==> src/rtl/mdu_iter_core.sv <==
// Iterative 32-bit multiply/divide engine, responder side of the MDU valid/ready handshake.
// Works on operand magnitudes; the sign is applied in a single fixup cycle before results are presented.
module mdu_iter_core #(
  parameter int unsigned MUL_BPC = 8,
  parameter int unsigned DIV_BPC = 4
) (
  input  logic        clk,
  input  logic        reset,
  input  logic [31:0] in_src0,
  input  logic [31:0] in_src1,
  input  logic [1:0]  in_op,
  input  logic        in_sign,
  input  logic        in_valid,
  output logic        in_ready,
  output logic        out_valid,
  input  logic        out_ready,
  output logic [31:0] out_res0,
  output logic [31:0] out_res1
);

  localparam int unsigned MUL_STEPS = 32 / MUL_BPC;
  localparam int unsigned DIV_STEPS = 32 / DIV_BPC;
  localparam int unsigned CNT_W     = 6;

  typedef enum logic [2:0] {S_IDLE, S_MUL, S_DIV, S_FIX, S_DONE} state_t;

  state_t      r_state;
  state_t      w_state_nxt;
  logic [CNT_W-1:0] r_cnt;
  logic [63:0] r_mcand;
  logic [31:0] r_b;
  logic [63:0] r_acc;
  logic [63:0] r_rq;
  logic [31:0] r_src0;
  logic        r_neg_q;
  logic        r_neg_a;
  logic        r_bzero;
  logic        r_is_div;
  logic [31:0] r_res0;
  logic [31:0] r_res1;
  logic        r_out_valid;

  logic        w_accept;
  logic        w_sa;
  logic        w_sb;
  logic [31:0] w_abs_a;
  logic [31:0] w_abs_b;
  logic [63:0] w_pp;
  logic [63:0] w_rq;
  logic [32:0] w_trial;
  logic [32:0] w_diff;
  logic [63:0] w_prod;
  logic [31:0] w_quot;
  logic [31:0] w_rem;

  assign in_ready  = (r_state == S_IDLE);
  assign out_valid = r_out_valid;
  assign out_res0  = r_res0;
  assign out_res1  = r_res1;

  assign w_accept = in_valid && (r_state == S_IDLE) && ((in_op == 2'd1) || (in_op == 2'd2));
  assign w_sa     = in_sign & in_src0[31];
  assign w_sb     = in_sign & in_src1[31];
  assign w_abs_a  = w_sa ? (~in_src0 + 32'd1) : in_src0;
  assign w_abs_b  = w_sb ? (~in_src1 + 32'd1) : in_src1;

  // Sum of MUL_BPC partial products selected by the low bits of the shifting multiplier.
  always_comb begin
    w_pp = '0;
    for (int k = 0; k < int'(MUL_BPC); k++) begin
      if (r_b[k]) w_pp = w_pp + (r_mcand << k);
    end
  end

  // DIV_BPC restoring steps on the {remainder, quotient} shift register; trial is 33 bits wide.
  always_comb begin
    w_rq    = r_rq;
    w_trial = '0;
    w_diff  = '0;
    for (int k = 0; k < int'(DIV_BPC); k++) begin
      w_trial = w_rq[63:31];
      w_diff  = w_trial - {1'b0, r_b};
      if (!w_diff[32]) w_rq = {w_diff[31:0], w_rq[30:0], 1'b1};
      else             w_rq = {w_rq[62:0], 1'b0};
    end
  end

  assign w_prod = r_neg_q ? (~r_acc + 64'd1) : r_acc;
  assign w_quot = r_neg_q ? (~r_rq[31:0] + 32'd1) : r_rq[31:0];
  assign w_rem  = r_neg_a ? (~r_rq[63:32] + 32'd1) : r_rq[63:32];

  always_ff @(posedge clk or posedge reset) begin
    if (reset) r_state <= S_IDLE;
    else       r_state <= w_state_nxt;
  end

  always_comb begin
    w_state_nxt = r_state;
    case (r_state)
      S_IDLE: if (w_accept) w_state_nxt = (in_op == 2'd1) ? S_MUL : S_DIV;
      S_MUL:  if (r_cnt == CNT_W'(MUL_STEPS - 1)) w_state_nxt = S_FIX;
      S_DIV:  if (r_cnt == CNT_W'(DIV_STEPS - 1)) w_state_nxt = S_FIX;
      S_FIX:  w_state_nxt = S_DONE;
      S_DONE: if (out_ready) w_state_nxt = S_IDLE;
      default: w_state_nxt = S_IDLE;
    endcase
  end

  // Datapath: operand capture, iteration, sign fixup and result hold.
  always_ff @(posedge clk or posedge reset) begin
    if (reset) begin
      r_cnt       <= '0;
      r_mcand     <= '0;
      r_b         <= '0;
      r_acc       <= '0;
      r_rq        <= '0;
      r_src0      <= '0;
      r_neg_q     <= 1'b0;
      r_neg_a     <= 1'b0;
      r_bzero     <= 1'b0;
      r_is_div    <= 1'b0;
      r_res0      <= '0;
      r_res1      <= '0;
      r_out_valid <= 1'b0;
    end else begin
      case (r_state)
        S_IDLE: begin
          if (w_accept) begin
            r_cnt    <= '0;
            r_mcand  <= {32'd0, w_abs_a};
            r_b      <= w_abs_b;
            r_acc    <= '0;
            r_rq     <= {32'd0, w_abs_a};
            r_src0   <= in_src0;
            r_neg_q  <= w_sa ^ w_sb;
            r_neg_a  <= w_sa;
            r_bzero  <= (in_src1 == 32'd0);
            r_is_div <= (in_op == 2'd2);
          end
        end
        S_MUL: begin
          r_acc   <= r_acc + w_pp;
          r_mcand <= r_mcand << MUL_BPC;
          r_b     <= r_b >> MUL_BPC;
          r_cnt   <= r_cnt + CNT_W'(1);
        end
        S_DIV: begin
          r_rq  <= w_rq;
          r_cnt <= r_cnt + CNT_W'(1);
        end
        S_FIX: begin
          r_out_valid <= 1'b1;
          if (!r_is_div) begin
            r_res0 <= w_prod[31:0];
            r_res1 <= w_prod[63:32];
          end else if (r_bzero) begin
            r_res0 <= 32'hFFFF_FFFF;
            r_res1 <= r_src0;
          end else begin
            r_res0 <= w_quot;
            r_res1 <= w_rem;
          end
        end
        S_DONE: begin
          if (out_ready) r_out_valid <= 1'b0;
        end
        default: r_out_valid <= 1'b0;
      endcase
    end
  end

endmodule
==> config.mk <==
export PLATFORM = sky130hd
export DESIGN_NAME = mdu_iter_core
export DESIGN_NICKNAME = d
export VERILOG_FILES = /design/src/rtl/mdu_iter_core.sv
export SDC_FILE = /design/constraint.sdc
export NUM_CORES = 2
export LEC_CHECK = 0
export CORE_ASPECT_RATIO = 0.6
export CORE_UTILIZATION = 61
export DETAILED_ROUTE_END_ITERATION = 8
export PLACE_DENSITY = 0.87
export RECOVER_POWER = 25
export SLEW_MARGIN = 20
export SYNTH_ARGS = -nofsm -noshare
export SYNTH_HDL_FRONTEND = slang
export SYNTH_SLANG_ARGS = --single-unit
==> constraint.sdc <==
create_clock -name clk -period 21.6 [get_ports clk]
set_input_delay 5.4 -clock clk [delete_from_list [all_inputs] [get_ports clk]]
set_output_delay 5.4 -clock clk [all_outputs]
set_load 0.005 [all_outputs]
==> flow_metrics.tcl <==
set metrics [dict create \
    status "finished with violations" \
    violations "max-capacitance violations, max-slew violations" \
    setup_viol 0 \
    drc 0 \
    gp_congestion 1.082 \
    synth_ff_type "dfrtp_1" \
    io_pins 137 \
    crit_top_cell "ha_1" \
    cts_tree "built" \
    drtPass1Iterations 9 \
    synth-async-reset-ratio 1.000 \
    fin_crit_ns 20.30 \
    grt_start_max_net_pins 128 \
    vias_per_cell 7.030 \
    rsz0062_at_grt "no" \
    critPathArrivalTime_ns 20.79 \
    dpl_cell_area_um2 59540 \
    yosys_warnings 0 \
    drive_above_1_share 0.06447 \
    relSlewSlack -1.963 \
    avgSynthCellArea_um2 7.352 \
    fin_crit_sh 0.9399 \
    antenna_found_initial 8 \
    worstMarginPinSlew_ns 4.444 \
    synth_area_um2 57210 \
    stdcell_area_um2 60850 \
    die_h_um 239.2 \
    critPathMaxStageDelay_ns 0.85 \
    yosysSeqAreaShare 0.1461 \
    maxSlewViolCount 316 \
    cts_buffers 38 \
    hold_buffers 0 \
    ant_nets 0 \
    first_global_vias 55015 \
    critPathCaptureType "register" \
    die_w_um 397.4 \
    hold_class "reg2reg" \
    cts_setup_buffers 0 \
    fp-row-count 86 \
    worstPathRequired_ns 22.09 \
    ys_ff_latch 334 \
    fin_skew_ns 0.04434 \
    syn_inst 7782 \
    drt_iter0_markers 10046 \
    crit_fanout 17 \
    max_cap_violations 4 \
    grt_pass1_wl_um 341600 \
    synth_cell_type_count 93 \
    hold_violations 0 \
    max_freq_ghz 0.04926 \
    worst_path_max_delay_cell "dfrtp_1" \
    synth_edf_count 0 \
    clock_sinks 334 \
    io_buffers 136 \
    hpwlAfterDp_um 184000 \
    crit_type "reg2reg" \
    wl_per_cell_um 25.67 \
    clkLatencyLatePin_ns 0.61 \
    synthToLayoutAreaGrowth_pct 6.351 \
    htreeDepth 2 \
    routed_wirelength_um 230000 \
    overflow 0 \
    clockBufferDepth 3 \
    cp-start-kind "register" \
    start_util 0.6197 \
    finalSetupTns_ns 0 \
    clk_pin_slew_ns 0.07 \
    vias 63003 \
    die_area_um2 95060 \
    syn-num-nets 8498 \
    nets 8414 \
    fp.coreArea_um2 92320 \
    cts-root-buf "clkbuf_16" \
    cts_resized 0 \
    grtUsageTotal 0.4644 \
]
-- routing by layer --
metal  global-route usage  vias to the layer above  share of wire
met3               0.2509                      524           0.20
met1               0.6964                    29569           0.43
met4               0.1149                       16          0.030
met5             0.005612                        -        0.00073
li1                     -                    28329              -
met2               0.5469                     4565           0.34
-- area by class of cell --
cell class                 count  area, um2
antenna                        5      12.51
clock buffer                  49       1042
clock inverter                18      252.7
fill                        8092      31480
inverter                     286       1075
multi-input combinational   6804      46460
sequential                   334       8372
tap                         1232       1541
timing repair buffer         234       2090
-- Yosys cell counts, types with 28 or more instances --
library cell  count  area (um2)
inv_1           283        1062
nand3_1         199       996.0
o41ai_1          34       297.8
or2_2            28       175.2
o21bai_1         92       690.7
o22ai_1          68       425.4
ha_1            633        7920
buf_1            31       116.4
o21a_1          109       818.3
a22oi_1          30       225.2
nor4_1           38       237.7
a21oi_1         709        3548
nor2_1          533        2001
o21ai_0         698        3493
or4_1            33       247.7
and2_1           75       469.2
mux2i_1          89       890.9
nor2b_1          83       519.3
dfrtp_1         334        8358
a21o_1          358        2688
nand2_1         951        3570
nand4_1         110       688.2
a31oi_1          84       525.5
a221o_1          44       440.4
a211oi_1         60       450.4
clkbuf_1        309        1160
xor2_1          223        1953
o211ai_1         41       307.8
mux2_2          236        2658
nand2b_1        106       663.1
and3_1           65       406.6
o31ai_1          91       683.2
nor3_1           86       430.4
xnor2_1         481        4213
or3_1            61       381.6
-- per-stage QoR --
| step | setup WS, ns | utilization | instances | hold slack [ns] |
|---|---|---|---|---|
| floorplan | 2.976 | - | 7782 | 0.4454 |
| global placement | 2.237 | 0.6449 | 8890 | 0.4520 |
| detailed placement | 1.910 | 0.6449 | 8890 | 0.4630 |
| finish | 1.298 | 0.6591 | 8962 | 0.4807 |
| CTS | 1.851 | 0.6589 | 8957 | 0.4781 |
| global route | 0.1120 | 0.6589 | 8957 | 0.5012 |
-- flip-flops by register name (all words and copies together) (netlist names), 6 cells and up --
register	flops
r_mcand	64
r_src0	32
r_rq	64
r_acc	64
r_b	32
r_cnt	6
out_res1	32
out_res0	32
-- kinds of logic after synthesis --
group	Yosys count	share of synthesized area
muxes	329	0.06331
adders and majority gates	645	0.1426
AOI/OAI and AO/OA	2697	0.2989
and+or+nand+nor	2426	0.1972
xor gates and xnor gates	707	0.1088
DFF	334	0.1461
buffers and inverters	644	0.04310
-- placed cells by master (no fill, tap or decap), types with 20 or more instances in the layout --
| cell | synthesis | final |
|---|---|---|
| a211o_1 | 20 | 20 |
| a211oi_1 | 60 | 60 |
| a21boi_0 | 23 | 23 |
| a21o_1 | 358 | 358 |
| a21oi_1 | 709 | 709 |
| a221o_1 | 44 | 44 |
| a22oi_1 | 30 | 30 |
| a31o_2 | 23 | 23 |
| a31oi_1 | 84 | 84 |
| and2_1 | 75 | 75 |
| and3_1 | 65 | 65 |
| buf_4 | 3 | 94 |
| clkbuf_16 | 0 | 38 |
| clkdlybuf4s50_1 | 0 | 134 |
| dfrtp_1 | 334 | 323 |
| ha_1 | 633 | 633 |
| inv_1 | 283 | 282 |
| mux2_2 | 236 | 236 |
| mux2i_1 | 89 | 89 |
| nand2_1 | 951 | 950 |
| nand2b_1 | 106 | 106 |
| nand3_1 | 199 | 199 |
| nand4_1 | 110 | 110 |
| nor2_1 | 533 | 529 |
| nor2b_1 | 83 | 83 |
| nor3_1 | 86 | 86 |
| nor4_1 | 38 | 38 |
| o211ai_1 | 41 | 41 |
| o21a_1 | 109 | 109 |
| o21ai_0 | 698 | 698 |
| o21bai_1 | 92 | 92 |
| o221ai_1 | 21 | 21 |
| o22ai_1 | 68 | 68 |
| o31ai_1 | 91 | 90 |
| o41ai_1 | 34 | 34 |
| or2_2 | 28 | 28 |
| or3_1 | 61 | 59 |
| or4_1 | 33 | 33 |
| xnor2_1 | 481 | 479 |
| xor2_1 | 223 | 223 |
-- worst max-delay path: cells and delay by family, from the launching register on --
family                     cells  cell delay (ns)
muxes                          3             0.89
and+or+nand+nor               20             4.18
AOI/OAI and AO/OA             43             9.73
xor gates and xnor gates       9             1.31
buffers and inverters          3             0.31
DFF                            1             0.85
adders and majority gates      8             2.87
-- worst paths after layout --
path	startpoint	endpoint	slack (ns)	cells after the start
worst max-delay path	r_mcand[2]	r_acc[63]	1.30	86
worst min-delay path	r_src0[17]	r_src0[17]	0.48	2
worst max register to register	r_mcand[2]	r_acc[63]	1.30	86
worst min register to register	r_src0[17]	r_src0[17]	0.48	2
max in group asynchronous	reset	r_acc[59]	10.40	4
min in group asynchronous	reset	r_rq[48]	6.15	2
Power is left out: the tool's default activity adds up to more than one toggle a clock period on the data nets, which glitch-free logic cannot reach.
